<file path="src/rtl/const_sequencer.sv">
// const_sequencer: fetches the immediate of a const instruction from a synchronous byte ROM,
// decodes LEB128 (i32/i64) or raw little-endian (f32/f64) bytes and pushes the value.
module const_sequencer #(
    parameter int ROM_ADDR = 8
) (
    input  logic                clk,
    input  logic                reset,
    input  logic                start,
    input  logic [7:0]          opcode,
    input  logic [ROM_ADDR-1:0] pc_in,
    output logic [ROM_ADDR-1:0] rom_addr,
    input  logic [7:0]          rom_data,
    output logic                push_valid,
    input  logic                push_ready,
    output logic [63:0]         push_data,
    output logic [1:0]          push_type,
    output logic [ROM_ADDR-1:0] pc_out,
    output logic                busy,
    output logic                done,
    output logic [3:0]          trap
);
    typedef enum logic [2:0] {S_IDLE, S_FETCH, S_CAPT, S_EXT, S_PUSH} state_t;
    state_t              r_state;
    logic [ROM_ADDR-1:0] r_ptr;
    logic [1:0]          r_kind;
    logic [3:0]          r_cnt;
    logic [63:0]         r_acc;
    logic                r_sign;
    logic                w_op_ok;
    logic [3:0]          w_cnt_nx;
    logic                w_last;
    logic                w_ovl;
    logic                w_ovr;
    logic [6:0]          w_sh;
    logic [63:0]         w_byte;
    logic [63:0]         w_acc_nx;
    logic [6:0]          w_ext_sh;
    logic [63:0]         w_fill;
    logic [63:0]         w_val;
    logic [63:0]         w_res;
    // r_kind[1] selects raw float bytes, r_kind[0] selects the 64-bit variant
    always_comb begin
        w_op_ok  = opcode >= 8'h41 && opcode <= 8'h44;
        w_cnt_nx = r_cnt + 4'd1;
        w_last   = r_kind[1] ? (w_cnt_nx == (r_kind[0] ? 4'd8 : 4'd4)) : !rom_data[7];
        w_ovl    = !r_kind[1] && rom_data[7] && w_cnt_nx == (r_kind[0] ? 4'd10 : 4'd5);
        w_ovr    = !w_last && r_ptr == '1;
        w_sh     = r_kind[1] ? {r_cnt, 3'b000} : 7'(r_cnt) * 7'd7;
        w_byte   = r_kind[1] ? {56'd0, rom_data} : {57'd0, rom_data[6:0]};
        w_acc_nx = r_acc | (w_byte << w_sh);
        w_ext_sh = 7'(r_cnt) * 7'd7;
        w_fill   = (r_sign && !r_kind[1]) ? ~64'd0 << w_ext_sh : 64'd0;
        w_val    = r_acc | w_fill;
        w_res    = r_kind[0] ? w_val : {32'd0, w_val[31:0]};
    end
    always_ff @(posedge clk or negedge reset) begin
        if (!reset) begin
            r_state    <= S_IDLE;
            r_ptr      <= '0;
            r_kind     <= 2'd0;
            r_cnt      <= 4'd0;
            r_acc      <= 64'd0;
            r_sign     <= 1'b0;
            rom_addr   <= '0;
            push_valid <= 1'b0;
            push_data  <= 64'd0;
            push_type  <= 2'd0;
            pc_out     <= '0;
            busy       <= 1'b0;
            done       <= 1'b0;
            trap       <= 4'd0;
        end else begin
            done <= 1'b0;
            case (r_state)
                S_IDLE: begin
                    if (start && w_op_ok) begin
                        r_state  <= S_FETCH;
                        busy     <= 1'b1;
                        trap     <= 4'd0;
                        r_kind   <= opcode[1:0] - 2'd1;
                        r_ptr    <= pc_in;
                        rom_addr <= pc_in;
                        r_cnt    <= 4'd0;
                        r_acc    <= 64'd0;
                    end else if (start) begin
                        trap <= 4'd1;
                    end
                end
                S_FETCH: r_state <= S_CAPT;
                S_CAPT: begin
                    r_acc  <= w_acc_nx;
                    r_ptr  <= r_ptr + 1'b1;
                    r_cnt  <= w_cnt_nx;
                    r_sign <= rom_data[6];
                    if (w_ovl || w_ovr) begin
                        r_state <= S_IDLE;
                        busy    <= 1'b0;
                        trap    <= w_ovl ? 4'd2 : 4'd3;
                    end else if (w_last) begin
                        r_state <= S_EXT;
                    end else begin
                        r_state  <= S_FETCH;
                        rom_addr <= r_ptr + 1'b1;
                    end
                end
                S_EXT: begin
                    push_data  <= w_res;
                    push_type  <= r_kind;
                    push_valid <= 1'b1;
                    r_state    <= S_PUSH;
                end
                S_PUSH: begin
                    if (push_ready) begin
                        push_valid <= 1'b0;
                        busy       <= 1'b0;
                        done       <= 1'b1;
                        pc_out     <= r_ptr;
                        r_state    <= S_IDLE;
                    end
                end
                default: r_state <= S_IDLE;
            endcase
        end
    end
endmodule

</file>
<file path="config.mk">
export PLATFORM = sky130hd
export DESIGN_NAME = const_sequencer
export DESIGN_NICKNAME = d
export VERILOG_FILES = /design/src/rtl/const_sequencer.sv
export SDC_FILE = /design/constraint.sdc
export NUM_CORES = 1
export LEC_CHECK = 0
export CELL_PAD_IN_SITES_DETAIL_PLACEMENT = 1
export CELL_PAD_IN_SITES_GLOBAL_PLACEMENT = 2
export CORE_ASPECT_RATIO = 1.25
export CORE_UTILIZATION = 35
export DETAILED_ROUTE_END_ITERATION = 16
export GPL_TIMING_DRIVEN = 0
export HOLD_SLACK_MARGIN = 0.12
export PLACE_DENSITY = 0.85
export SYNTH_ARGS = -nofsm -noshare
export SYNTH_HDL_FRONTEND = slang
export SYNTH_SLANG_ARGS = --single-unit
</file>
<file path="constraint.sdc">
create_clock -name clk -period 3.6 [get_ports clk]
set_clock_uncertainty 0.15 [all_clocks]
set_input_delay 0.72 -clock clk [delete_from_list [all_inputs] [get_ports clk]]
set_output_delay 0.72 -clock clk [all_outputs]
set_load 0.05 [all_outputs]
</file>
After elaboration in Yosys (flattened, before gate mapping)
Index checks and enable logic that the tools add are counted.
{"block": "totals", "word_cells": 92, "reg_bits": 171, "inputBits": 28, "output_inout_bits": 89}
{"block": "classes", "add_sub_neg": 3, "n_eq_ne": 13, "shift": 2, "reduce_logical": 22, "n_bitwise": 2, "mul": 1, "muxes": 33, "n_lt_le_gt_ge": 2}
{"cell": "$mux W64", "count": 3}
{"cell": "$or A64 B64 Y64", "count": 2}
{"cell": "$pmux W64 S2", "count": 1}
{"cell": "$shl A64 B7 Y64 const A", "count": 1}
{"cell": "$shl A8 B7 Y64", "count": 1}
{"cell": "$mux W8", "count": 4}
{"cell": "$pmux W8 S2", "count": 2}
{"cell": "$mux W4", "count": 6}
{"cell": "$pmux W4 S2", "count": 2}
{"cell": "$pmux W3 S5", "count": 1}
{"cell": "$ne A2 B2 Y1 const B", "count": 5}
{"cell": "$reduce_and A2 Y1", "count": 5}
{"cell": "$add A8 B1 Y8 const B", "count": 1}
{"cell": "$eq A4 B4 Y1", "count": 2}
{"cell": "$eq A8 B8 Y1 const B", "count": 1}
{"cell": "$ge A8 B7 Y1 const B", "count": 1}
{"cell": "$le A8 B7 Y1 const B", "count": 1}
{"cell": "$reduce_and A4 Y1", "count": 2}
{"cell": "$mul A4 B3 Y7 const B", "count": 1}
{"cell": "$mux W1", "count": 7}
{"cell": "$mux W7", "count": 1}
{"cell": "$eq A3 B2 Y1 const B", "count": 2}
{"cell": "$logic_and A1 B1 Y1", "count": 6}
{"cell": "$mux W3", "count": 2}
{"cell": "14 further kinds", "count": 18}

Logic depth before layout (Yosys ltp)
{"block": "logic_depth", "depth_word": 8, "ltp_mapped": 12, "ltp_nobuf": 10}

Least setup slack after synthesis
Ideal clock, no wire load.
{"block": "synth_path", "path_kind": "register to register", "startpoint": "register r_cnt[1]", "endpoint": "register r_acc[21]", "n_path_buf": 1, "stages_incl_launch_ff": 10, "period_less_slack_ns": 3.270, "path_slack_ns": 0.330, "required_time_ns": 3.329, "arrival_time_ns": 2.999, "path_cell_list": "dfrtp_1 > fa_1 > ha_1 > inv_1 > fa_1 > xor2_1 > mux2i_1 > clkbuf_1 > mux2_2 > a22o_1"}
{"block": "synth_via", "elab_chain_len": 5}
{"element": "start: declaration", "line": "26", "source": "logic [3:0] r_cnt;"}
{"element": "start signal: assignment", "line": "93", "source": "r_cnt <= w_cnt_nx;"}
{"element": "$mul A4 B3 Y7", "line": "48", "source": "w_sh = r_kind[1] ? {r_cnt, 3'b000} : 7'(r_cnt) * 7'd7;"}
{"element": "$mux W7 (*)", "line": "48"}
{"element": "$shl A8 B7 Y64 (*)", "line": "50", "source": "w_acc_nx = r_acc | (w_byte << w_sh);"}
{"element": "$or A64 B64 Y64 (*)", "line": "50"}
{"element": "$pmux W64 S2 (*)", "line": "74", "source": "case (r_state)"}
{"element": "end signal: assignment", "line": "91", "source": "r_acc <= w_acc_nx;"}
{"element": "end: declaration", "line": "27", "source": "logic [63:0] r_acc;"}
Every way passes the cells marked *; elsewhere a longest branch is shown, timed or not.
A chain may end at the register's enable or synchronous reset.

Worst setup path in the final report
{"block": "layout_path", "startpoint": "register r_cnt[0]", "endpoint": "register r_acc[21]"}
The elaborated chain is that of the path after synthesis.

==> flow_summary.ini <==
[run_status]
status = finished clean

[worst_setup_path]
worstPathArrival_ns = 3.73
ff2ff_path_depth = 9
cp.required_ns = 3.79
worstSetupPathType = reg -> reg
rr_startpoint = r_cnt[0]
r2r_slack_ns = 0.05
cp-start-kind = register
crit_fanout = 10
reg2reg_to = r_acc[21]
end_kind = register

[yosys]
ys_seq_area_share_pct = 50.4
postSynthCellCount = 852
synth_edf_count = 0
yosysUniqueCellTypes = 71
synth_commonest_cells = dfrtp_1 (169), nand2_1 (120), o21ai_0 (100)
synth.top_cells.by_area = dfrtp_1 (50%), o21ai_0 (6.0%), nand2_1 (5.4%)
synth-main-ff-cell = dfrtp_1
synth_top_area_cell = dfrtp_1
syn_area_per_cell_um2 = 9.86
syn_area_um2 = 8400
synth_seq_cells = 169
netlist.area_leader.share_pct = 50.4
synth-warning-count = 0
synthArstFlopShare_pct = 100
synth.most_common_cell = dfrtp_1

[routing]
ant_nets = 0
first_pass_iters = 5
drc = 0
vias_per_cell = 5.58
totalWireLength_um = 29400
drt-initial-drc-count = 450
num_vias = 7274
wl_per_cell_um = 22.5

[clock_network]
htree_levels = 4
clock-sinks = 169
cts_buffer_depth = 2
path_clk_slew_ns = 0.07
clockRootBuffer = clkbuf_16
clock_latency_ns = 0.45
numCtsBuffers = 17
cts_tree = built

[sta]
worst_pin_slew_ns = 1.09
hold_violations = 0
fmax_ghz = 0.282
setup_violations = 0
post-route-period-util_pct = 98.6
slew_headroom_pct = 27.4
layout_min_cycle_time_ns = 3.55
whs_ns = 0.318
maxSlewViolCount = 0
worst_slack_ns = 0.0509
rsz0062_at_grt = yes
fin_setup_tns_ns = 0

[global_route]
grt_max_degree = 115
grt_pass1_vias = 7694
antenna_found_initial = 0
grt_usage_pct = 24.7
grt_overflow_total = 0
grt_pass1_wl_um = 45400

[job]
maxCapViolations = 0

[hold_path]
hold_path_end = r_acc[37]
whs_path_depth = 2
hold_class = reg -> reg
min_from = r_acc[37]

[floorplan]
dieArea_um2 = 24600
start_util_pct = 35.5
pin_count = 117
core_um2 = 23600
num_rows = 63
die_h_um = 175
die_w_um = 141

[placed_design]
hpwl_um = 21300
place_congestion = 0.904
post-place-ws_ns = -0.835
portBuffers = 114
placedInstanceArea_um2 = 9940

[finish]
drive_above_1_share_pct = 14.2
area_growth_syn_to_layout_pct = 28.6
finalInstanceArea_um2 = 10800
num_antenna_cells = 0
layout.nets = 1046
nFillCells = 2653
[registers in the layout, indices dropped and copies added (netlist names)]
| signal | count |
|---|---|
| pc_out | 8 |
| r_cnt | 4 |
| r_acc | 64 |
| push_data | 64 |
| r_kind | 2 |
| done | 1 |
| rom_addr | 8 |
| r_sign | 1 |
| trap | 2 |
| push_valid | 1 |
| r_state | 3 |
| r_ptr | 8 |
| push_type | 2 |
| busy | 1 |
[worst max-delay path, cell delays in order, from the launching register on]
cell	delay [ns]
dfrtp_2	0.50
fa_1	0.50
ha_1	0.30
clkbuf_1	0.39
nor2b_2	0.40
mux4_2	0.36
a2bb2oi_2	0.17
nor2_1	0.09
mux2_2	0.34
a22o_1	0.21
[cells by family after synthesis]
group	Yosys count	synth area share [%]
XOR/XNOR	10	1.04
AO/OA/AOI/OAI	257	19.6
flip-flops	169	50.4
multiplexers	53	7.11
adder cells (fa/ha/maj)	19	3.19
AND/OR/NAND/NOR	273	14.9
buffers and inverters	70	3.72
other	1	0.0447
[worst max path at each step]
stage,start,endpoint,slack [ns],depth (start not counted)
global route,r_cnt[0],r_acc[21],-0.04,9
floorplan,r_cnt[1],r_acc[21],0.33,9
global placement,reset,rom_addr[6],-5.59,1
finish,r_cnt[0],r_acc[21],0.05,9
CTS,r_cnt[0],r_acc[50],0.02,9
detailed placement,r_cnt[0],r_acc[8],-0.84,11
[what timing repair did]
action                                  in CTS  in global routing
hold buffers                                 1                  0
pin swaps                                    2                  1
endpoints found under the hold margin       55                  0
gates resized for setup                     29                 20
endpoints found under the setup margin     104                 75
setup buffers                                5                  7
[area by class of cell]
| type | instances | area [um2] | area share (%) |
|---|---|---|---|
| inverters | 17 | 67.6 | 0.625 |
| clock buffers | 18 | 439 | 4.07 |
| plain buffers | 52 | 260 | 2.41 |
| clock inverters | 14 | 151 | 1.40 |
| well taps | 292 | 365 | 3.38 |
| flip-flops and latches | 169 | 4230 | 39.2 |
| multi-input cells | 614 | 4010 | 37.1 |
| repair buffers | 128 | 1270 | 11.8 |
[cells in the final DEF (no fill, tap or decap), drive strengths merged, types with 4 or more instances in the layout]
cell,netlist,final
clkinv,0,6
nor3,11,11
nor2b,7,7
a21oi,53,53
mux2i,27,27
nor2,65,65
buf,24,39
or2,4,4
mux2,23,23
inv,17,23
o31ai,5,5
ha,15,15
clkdlybuf4s50,0,113
a22oi,5,5
nand2b,14,14
or3,4,4
clkbuf,29,45
a21o,4,4
o21ai,101,101
a22o,36,36
a211oi,7,7
nand2,120,120
and3,4,4
and2,9,9
dfrtp,169,169
xnor2,7,7
fa,4,4
o22a,7,7
nand3,17,17
a31oi,5,5
[per-layer routing]
metal,routed length (um),vias up,track usage [%],part of all wire [%]
li1,-,3307,-,-
met1,12100,3652,29.5,41
met4,1200,0,12.2,4.1
met3,1630,54,5.02,5.5
met2,14400,261,42.5,49
met5,0,-,0,0
[stage by stage]
step	instances	utilization [%]
3_5_place_dp	1260	42.0
2_1_floorplan	853	-
6_report	1304	45.7
5_1_grt	1304	45.7
4_1_cts	1297	45.2
3_3_place_gp	1259	41.9
Power is left out: the tool's default activity adds up to more than one toggle a clock period on the data nets, which glitch-free logic cannot reach.
